===== src/rtl/gpio_bus_pkg.sv =====
// Shared encodings for the GPIO bus master: command ops, register indices, FSM states.
// ST_VFY is only reachable when READBACK_VERIFY_EN is defined.
package gpio_bus_pkg;

    localparam logic [1:0] OP_READ  = 2'b00;
    localparam logic [1:0] OP_WRITE = 2'b01;
    localparam logic [1:0] OP_POLL  = 2'b10;
    localparam logic [1:0] OP_RSVD  = 2'b11;

    localparam logic [1:0] ADDR_GPI1 = 2'd0;
    localparam logic [1:0] ADDR_GPI2 = 2'd1;
    localparam logic [1:0] ADDR_GPO1 = 2'd2;
    localparam logic [1:0] ADDR_GPO2 = 2'd3;

    typedef enum logic [2:0] {
        ST_IDLE = 3'd0,
        ST_RD   = 3'd1,
        ST_WR   = 3'd2,
        ST_POLL = 3'd3,
        ST_RESP = 3'd4,
        ST_VFY  = 3'd5
    } state_t;

    // Input registers are read-only; writing them is a client error.
    function automatic logic is_input_reg(input logic [1:0] addr);
        return (addr == ADDR_GPI1) || (addr == ADDR_GPI2);
    endfunction

endpackage


===== src/rtl/gpio_poll_cmp.sv =====
// Poll helper: masked compare of read data plus a saturating read counter.
// hit/timeout are combinational on the current sample; counter advances one per enabled cycle.
module gpio_poll_cmp
    import gpio_bus_pkg::*;
#(
    parameter int DW       = 32,
    parameter int POLL_MAX = 1023,
    parameter int CW       = 10
) (
    input  logic          clk,
    input  logic          rst,
    input  logic          clr,
    input  logic          en,
    input  logic [DW-1:0] rd,
    input  logic [DW-1:0] cmp,
    input  logic [DW-1:0] mask,
    output logic          hit,
    output logic          timeout
);

    logic [CW-1:0] cnt;
    logic          last;

    assign hit     = ((rd ^ cmp) & mask) == '0;
    // cnt holds reads already completed, so this sample is the final allowed one.
    assign last    = (cnt >= CW'(POLL_MAX - 1));
    assign timeout = en && last && !hit;

    always_ff @(posedge clk or negedge rst) begin
        if (!rst) begin
            cnt <= '0;
        end else if (clr) begin
            cnt <= '0;
        end else if (en && (cnt != CW'(POLL_MAX))) begin
            cnt <= cnt + 1'b1;
        end
    end

endmodule


===== src/rtl/gpio_bus_master.sv =====
// GPIO bus initiator: read/write/poll commands -> bus cycles; rsp 2 cycles after accept (1 on error, +1 write with READBACK_VERIFY_EN).
// One command in flight; cmd_ready only in IDLE, responses are never back-pressured.
module gpio_bus_master
    import gpio_bus_pkg::*;
#(
    parameter int DW       = 32,
    parameter int POLL_MAX = 1023,
    parameter int CW       = 10
) (
    input  logic          clk,
    input  logic          rst,
    input  logic          cmd_valid,
    output logic          cmd_ready,
    input  logic [1:0]    cmd_op,
    input  logic [1:0]    cmd_addr,
    input  logic [DW-1:0] cmd_wdata,
    input  logic [DW-1:0] cmd_mask,
    output logic          rsp_valid,
    output logic [DW-1:0] rsp_data,
    output logic          rsp_err,
    output logic          rsp_timeout,
    output logic [1:0]    A,
    output logic          WE,
    output logic [DW-1:0] WD,
    input  logic [DW-1:0] RD
);

    state_t        state, state_d;
    logic [1:0]    a_d;
    logic          we_d, rdy_d, rsp_valid_d, rsp_err_d, rsp_timeout_d;
    logic [DW-1:0] wd_d, rsp_data_d, cmp_q, cmp_d, mask_q, mask_d;
    logic          poll_clr, poll_en, poll_hit, poll_timeout;

    gpio_poll_cmp #(.DW(DW), .POLL_MAX(POLL_MAX), .CW(CW)) u_poll (
        .clk     (clk),
        .rst     (rst),
        .clr     (poll_clr),
        .en      (poll_en),
        .rd      (RD),
        .cmp     (cmp_q),
        .mask    (mask_q),
        .hit     (poll_hit),
        .timeout (poll_timeout)
    );

    always_ff @(posedge clk or negedge rst) begin
        if (!rst) begin
            state       <= ST_IDLE;
            A           <= '0;
            WE          <= 1'b0;
            WD          <= '0;
            cmd_ready   <= 1'b0;
            rsp_valid   <= 1'b0;
            rsp_data    <= '0;
            rsp_err     <= 1'b0;
            rsp_timeout <= 1'b0;
            cmp_q       <= '0;
            mask_q      <= '0;
        end else begin
            state       <= state_d;
            A           <= a_d;
            WE          <= we_d;
            WD          <= wd_d;
            cmd_ready   <= rdy_d;
            rsp_valid   <= rsp_valid_d;
            rsp_data    <= rsp_data_d;
            rsp_err     <= rsp_err_d;
            rsp_timeout <= rsp_timeout_d;
            cmp_q       <= cmp_d;
            mask_q      <= mask_d;
        end
    end

    always_comb begin
        state_d       = state;
        a_d           = A;
        we_d          = 1'b0;
        wd_d          = WD;
        rdy_d         = 1'b0;
        rsp_valid_d   = 1'b0;
        rsp_data_d    = rsp_data;
        rsp_err_d     = 1'b0;
        rsp_timeout_d = 1'b0;
        cmp_d         = cmp_q;
        mask_d        = mask_q;
        poll_clr      = 1'b0;
        poll_en       = 1'b0;
        case (state)
            ST_IDLE: begin
                rdy_d = 1'b1;
                if (cmd_valid && cmd_ready) begin
                    rdy_d    = 1'b0;
                    cmp_d    = cmd_wdata;
                    mask_d   = cmd_mask;
                    poll_clr = 1'b1;
                    // Rejected commands go straight to RESP and never touch the bus.
                    if (cmd_op == OP_RSVD || (cmd_op == OP_WRITE && is_input_reg(cmd_addr))) begin
                        state_d     = ST_RESP;
                        rsp_valid_d = 1'b1;
                        rsp_err_d   = 1'b1;
                    end else begin
                        a_d = cmd_addr;
                        case (cmd_op)
                            OP_READ:  state_d = ST_RD;
                            OP_WRITE: begin
                                state_d = ST_WR;
                                we_d    = 1'b1;
                                wd_d    = cmd_wdata;
                            end
                            default:  state_d = ST_POLL;
                        endcase
                    end
                end
            end
            ST_RD: begin
                rsp_data_d  = RD;
                rsp_valid_d = 1'b1;
                state_d     = ST_RESP;
            end
            ST_WR: begin
                rsp_data_d = cmp_q;
`ifdef READBACK_VERIFY_EN
                state_d    = ST_VFY;
`else
                rsp_valid_d = 1'b1;
                state_d     = ST_RESP;
`endif
            end
`ifdef READBACK_VERIFY_EN
            ST_VFY: begin
                rsp_valid_d = 1'b1;
                state_d     = ST_RESP;
                if (RD != cmp_q) begin
                    rsp_err_d  = 1'b1;
                    rsp_data_d = RD;
                end
            end
`endif
            ST_POLL: begin
                poll_en    = 1'b1;
                rsp_data_d = RD;
                if (poll_hit) begin
                    rsp_valid_d = 1'b1;
                    state_d     = ST_RESP;
                end else if (poll_timeout) begin
                    rsp_valid_d   = 1'b1;
                    rsp_timeout_d = 1'b1;
                    state_d       = ST_RESP;
                end
            end
            ST_RESP: begin
                rdy_d   = 1'b1;
                state_d = ST_IDLE;
            end
            default: state_d = ST_IDLE;
        endcase
    end

endmodule


===== config.mk =====
export PLATFORM = sky130hd
export DESIGN_NAME = gpio_bus_master
export DESIGN_NICKNAME = d
export VERILOG_FILES = /design/src/rtl/gpio_bus_pkg.sv /design/src/rtl/gpio_poll_cmp.sv /design/src/rtl/gpio_bus_master.sv
export SDC_FILE = /design/constraint.sdc
export NUM_CORES = 1
export LEC_CHECK = 0
export CORE_ASPECT_RATIO = 1.2
export CORE_MARGIN = 4
export CORE_UTILIZATION = 35
export CTS_CLUSTER_DIAMETER = 200
export DETAILED_ROUTE_END_ITERATION = 6
export PLACE_DENSITY = 0.72
export SLEW_MARGIN = 30
export SYNTH_ARGS = -nofsm -noshare
export SYNTH_HDL_FRONTEND = slang
export SYNTH_SLANG_ARGS = --single-unit

===== constraint.sdc =====
create_clock -name clk -period 1.8 [get_ports clk]
set_input_delay 0.54 -clock clk [delete_from_list [all_inputs] [get_ports clk]]
set_output_delay 0.54 -clock clk [all_outputs]
set_load 0.05 [all_outputs]

Yosys cells after proc, flatten, opt, wreduce, memory -nomap -nowiden
Cells that the tools add are included.

Input bits: 103. Output and inout bits: 71. Word-level logic and storage cells: 73. Bits in registers: 148.

Equal/unequal tests: 10. Reductions and logical operators: 20. Bitwise operators: 3. Magnitude comparators: 1. Add/subtract/negate cells: 1. Multiplexer cells: 26.

Operators by type and width (number): one-hot mux 32 bit (2 select lines) (1); bitwise AND 32 bit (1); logical NOT 32 bit (1); XOR 32 bit (1); 2-to-1 mux 10 bit (2); 2-to-1 mux 1 bit (15); 2-to-1 mux 3 bit (4); adder 10 x 1 -> 10 bit, second input constant (1); >= comparator 10 bit, second input constant (1); inequality test 10 bit, second input constant (1); one-hot mux 3 bit (3 select lines) (1); == test 3 x 2 -> 1 bit, second input constant (2); logical AND 1 bit (5); == test 2 x 1 -> 1 bit, second input constant (2); logical NOT 2 bit (2); one-hot mux 2 bit (2 select lines) (1); AND reduction 2 bit (2); AND reduction 4 bit (1); nonzero test 2 bit (2); OR reduction 2 bit (2); == test 3 x 1 -> 1 bit, second input constant (1); == test 3 bit, second input constant (1); logical NOT 3 bit (1); inequality test 3 x 2 -> 1 bit, second input constant (1); other kinds (8) (9).

Longest topological paths before layout
Word-level depth: 8. Depth in mapped cells: 7. Depth with buffers taken out: 5.

Hierarchy
Synthesis repeated with hierarchy kept, for this count alone.

Cells, all modules: 523. Area total of the unflattened synthesis: 6967.9 um^2.

By module, submodules not included: gpio_bus_master (cells each 417, area an instance 5998.3 um^2, times used 1); gpio_poll_cmp (cells each 106, area an instance 969.7 um^2, times used 1).

Worst setup path before layout
OpenSTA, ideal clock, no wires.

Path type: register to register. Start: register cmd_ready. End: register WD[10]. Period minus slack after synthesis: 1851 ps. Slack: -51 ps. Data arrival time: 1726 ps. Library setup time: 125 ps. Stages on the path, launching flop included: 7. Data required time: 1675 ps. Path buffers: 2. Path through: dfrtp_1 > nand2_1 > nor4_4 > and3_1 > buf_4 > buf_6 > mux2_2.

Longest elaborated chain between the ends: 2.

Ends and longest elaborated chain: start: declaration (line gpio_bus_master.sv:13) `output logic cmd_ready,`; start signal: assignment (line gpio_bus_master.sv:64) `cmd_ready <= rdy_d;`; logical AND 1 bit (line gpio_bus_master.sv:91) `if (cmd_valid && cmd_ready) begin`; AND reduction 4 bit (no line); end signal: assignment (line gpio_bus_master.sv:63) `WD <= wd_d;`; end: declaration (line gpio_bus_master.sv:24) `output logic [DW-1:0] WD,`.

Every way passes these cells. A chain may end at the register's enable or synchronous reset.

Worst setup path in the final report
Start: input RD[4]. End: register state[0].

Longest elaborated chain between the ends: 7.

Ends and longest elaborated chain: start: declaration (line gpio_bus_master.sv:25) `input logic [DW-1:0] RD`; XOR 32 bit * (line gpio_poll_cmp.sv:24) `assign hit = ((rd ^ cmp) & mask) == '0;`; bitwise AND 32 bit * (line gpio_poll_cmp.sv:24); logical NOT 32 bit * (line gpio_poll_cmp.sv:24); logical NOT 1 bit (line gpio_poll_cmp.sv:27) `assign timeout = en && last && !hit;`; logical AND 1 bit (line gpio_poll_cmp.sv:27); inequality test 3 x 2 -> 1 bit (no line); AND reduction 2 bit (no line); end signal: assignment (line gpio_bus_master.sv:60) `state <= state_d;`; end: declaration (line gpio_bus_master.sv:28) `state_t state, state_d;`.

Every way passes the cells marked *; elsewhere a longest branch is shown, timed or not.

==> run metrics <==
run status completed; GR Overflow Total 0; Slew @ Worst Pin a little under 0.5 ns; Core Rows 54; Post-synth EDFFs 0; most common cell in the netlist nand2_1; Fin. Hold Viols 0; Worst setup EP type flop; Power Density between 1500 and 2000 nW/um^2; GP Congestion around 0.8; vias in the first global route a little under 6k; # clock sinks about 150; synth top area cells dfrtp_1 56%, nand2_1 11%, a22oi_1 5.4%; die width 133.8 um; nets around 950; post-synth top area cell dfrtp_1; Synth top area share 0.5573; Syn. warnings 0; worst endpoint data arrival time roughly 2 ns; RSZ-0062 raised after global routing yes; Die Span Y between 150 and 200 um; CTS tree yes; router iterations before antenna repair 4; Worst Setup Path Type in2reg; worst r2r src state[0]; Synth async-reset ratio 1.000; share of post-route cells with drive strength above 1 0.2244; Peak Freq around 0.56 GHz; # DRC 0; synth cell count leaders 202 x nand2_1, 148 x dfrtp_1, 48 x a22oi_1, 37 x xor2_1, 36 x a21oi_1; Final ANT Viol Nets 0; IO buf count roughly 170; Initial Util 0.3603; LEAKAGE between 4 and 5 nW; post-DP HPWL 14090 um; 1st-iter DRT viols 268; Hold WS 0.02506 ns; Post-synth top flop dfrtp_1; first-pass GRT wire length roughly 32000 um; number of CTS-inserted buffers 17; clock buffer depth 2; Top Ports between 150 and 200; post-synth cell types 35; Worst setup SP type primary input; R2R cell count 4; synthesized area 6645 sq um; post-synthesis cell count 666; fin util 0.5402; period utilisation layout 0.9848; average size of a mapped cell approximately 10 sq um; initial antenna violation count 1; Slew Viols, Final 0; r2r endpoint WD[23]; worst endpoint required time about 2.1 ns; sequential area share after synthesis 0.5573; Tot GR Track Use 0.1909; floorplan core area 18450 sq um; minimum clock period between 1.5 and 2 ns; Crit Path Max Fanout 5; Max Cap Viol 0; peak supply drop between 0.001 and 0.0015 V; r2r setup slk approximately 0.08 ns; max_slew headroom 0.6717; wire per inst around 18 um; total wire length 20440 um; Area Growth Syn to Fin 49.95%; largest net degree at the start of global routing 56; Final setup viols 0; Setup Skew roughly 0.012 ns; DIE AREA around 21000 sq um; Clk Latency, worst-skew pair around 0.42 ns; CTS root buf clkbuf_16; htree depth 4; syn nets 771; vias around 5.6k; DR vias/cell between 5 and 6; Reg clk slew, reported paths approximately 0.06 ns; FF+latch count, synth 148; Hold Crit Class in2async
## worst max-delay path by stage
stage,from,cells past startpoint,end,slack (ns)
after CTS,cmd_valid,7,state[2],0.001
final,RD[4],7,state[0],0.03
after global placement,RD[27],6,state[1],-0.62
after detailed placement,RD[27],6,state[0],-0.64
after global routing,RD[16],7,state[0],-0.02
after floorplan,cmd_ready,6,WD[10],0.10
## sequential cells by signal, indices dropped and copies added (netlist names), 2 cells and up
signal	cells
u_poll.cnt	10
rsp_data	32
WD	32
mask_q	32
cmp_q	32
A	2
state	3
## through the flow
step	total power, mW	setup WS, ns	area [sq um]	TNS (ns)	instances
final	19.90	0.02732	9965	0	1113
after floorplan	11.61	0.1041	6646	0	666
after CTS	19.94	0.001085	9797	0	1110
after global placement	15.88	-0.6178	9151	-37.07	1079
after detailed placement	16.11	-0.6351	9151	-37.63	1079
after global routing	20.97	-0.02455	9965	-0.03330	1113
## what timing repair did
action / in CTS / in global routing
pin swaps: 7 / 18
resized for setup: 12 / 30
setup endpoints to repair: 6 / 43
cloned: 0 / 2
hold buffers: 0 / 0
setup buffers: 1 / 0
## critical path, stage by stage
cell,delay (ns)
clkdlybuf4s50_1,0.46
xor2_1,0.18
a22oi_2,0.18
nand4_1,0.17
nor4_4,0.27
buf_4,0.18
o22ai_1,0.08
## layout make-up
type | count | area [sq um]
Inverter | 3 | 11.26
Fill cell | 1607 | 8481
Clock buffer | 21 | 480.5
Antenna cell | 1 | 2.502
Tap cell | 252 | 315.3
Timing Repair Buffer | 204 | 2466
Clock inverter | 9 | 127.6
Multi-Input combinational cell | 475 | 2853
Sequential cell | 148 | 3709
## report_power, final
group	internal, mW	leakage [nW]	switching, mW	total, mW
combinational	4.24	2.56	5.71	9.95
sequential	4.87	1.82	1.41	6.28
clock	2.30	0.293	1.37	3.67
total	11.4	4.68	8.48	19.9
## layer usage
metal	vias up	routed length, um	global-route usage
met4	0	590	0.07343
met2	201	10440	0.3239
met5	-	0	0
met3	33	1405	0.05278
li1	2608	-	-
met1	2732	8009	0.2301
## cell usage in the layout, fill, tap and decap left out, drive strengths merged, types with 4 or more instances in the layout
master and count:
buf 101, mux2 33, and3 4, dlygate4sd2 5, clkbuf 23, a22oi 48
dlymetal6s2s 15, nand2 202, a21oi 36, nor2b 34, nand3 5, xor2 37
o21ai 38, clkdlybuf4s50 81, dfrtp 148, nor2 8, nand4 8
## cells by family after synthesis
logic type,after synthesis,share of synthesized area
xor gates and xnor gates,37,0.04877
DFF,148,0.5573
muxes,34,0.05743
and+or+nand+nor,273,0.1828
adders and majority gates,2,0.003765
AOI/OAI and AO/OA,129,0.1184
buffers and inverters,43,0.03144
Power figures use the tool's default switching activity.
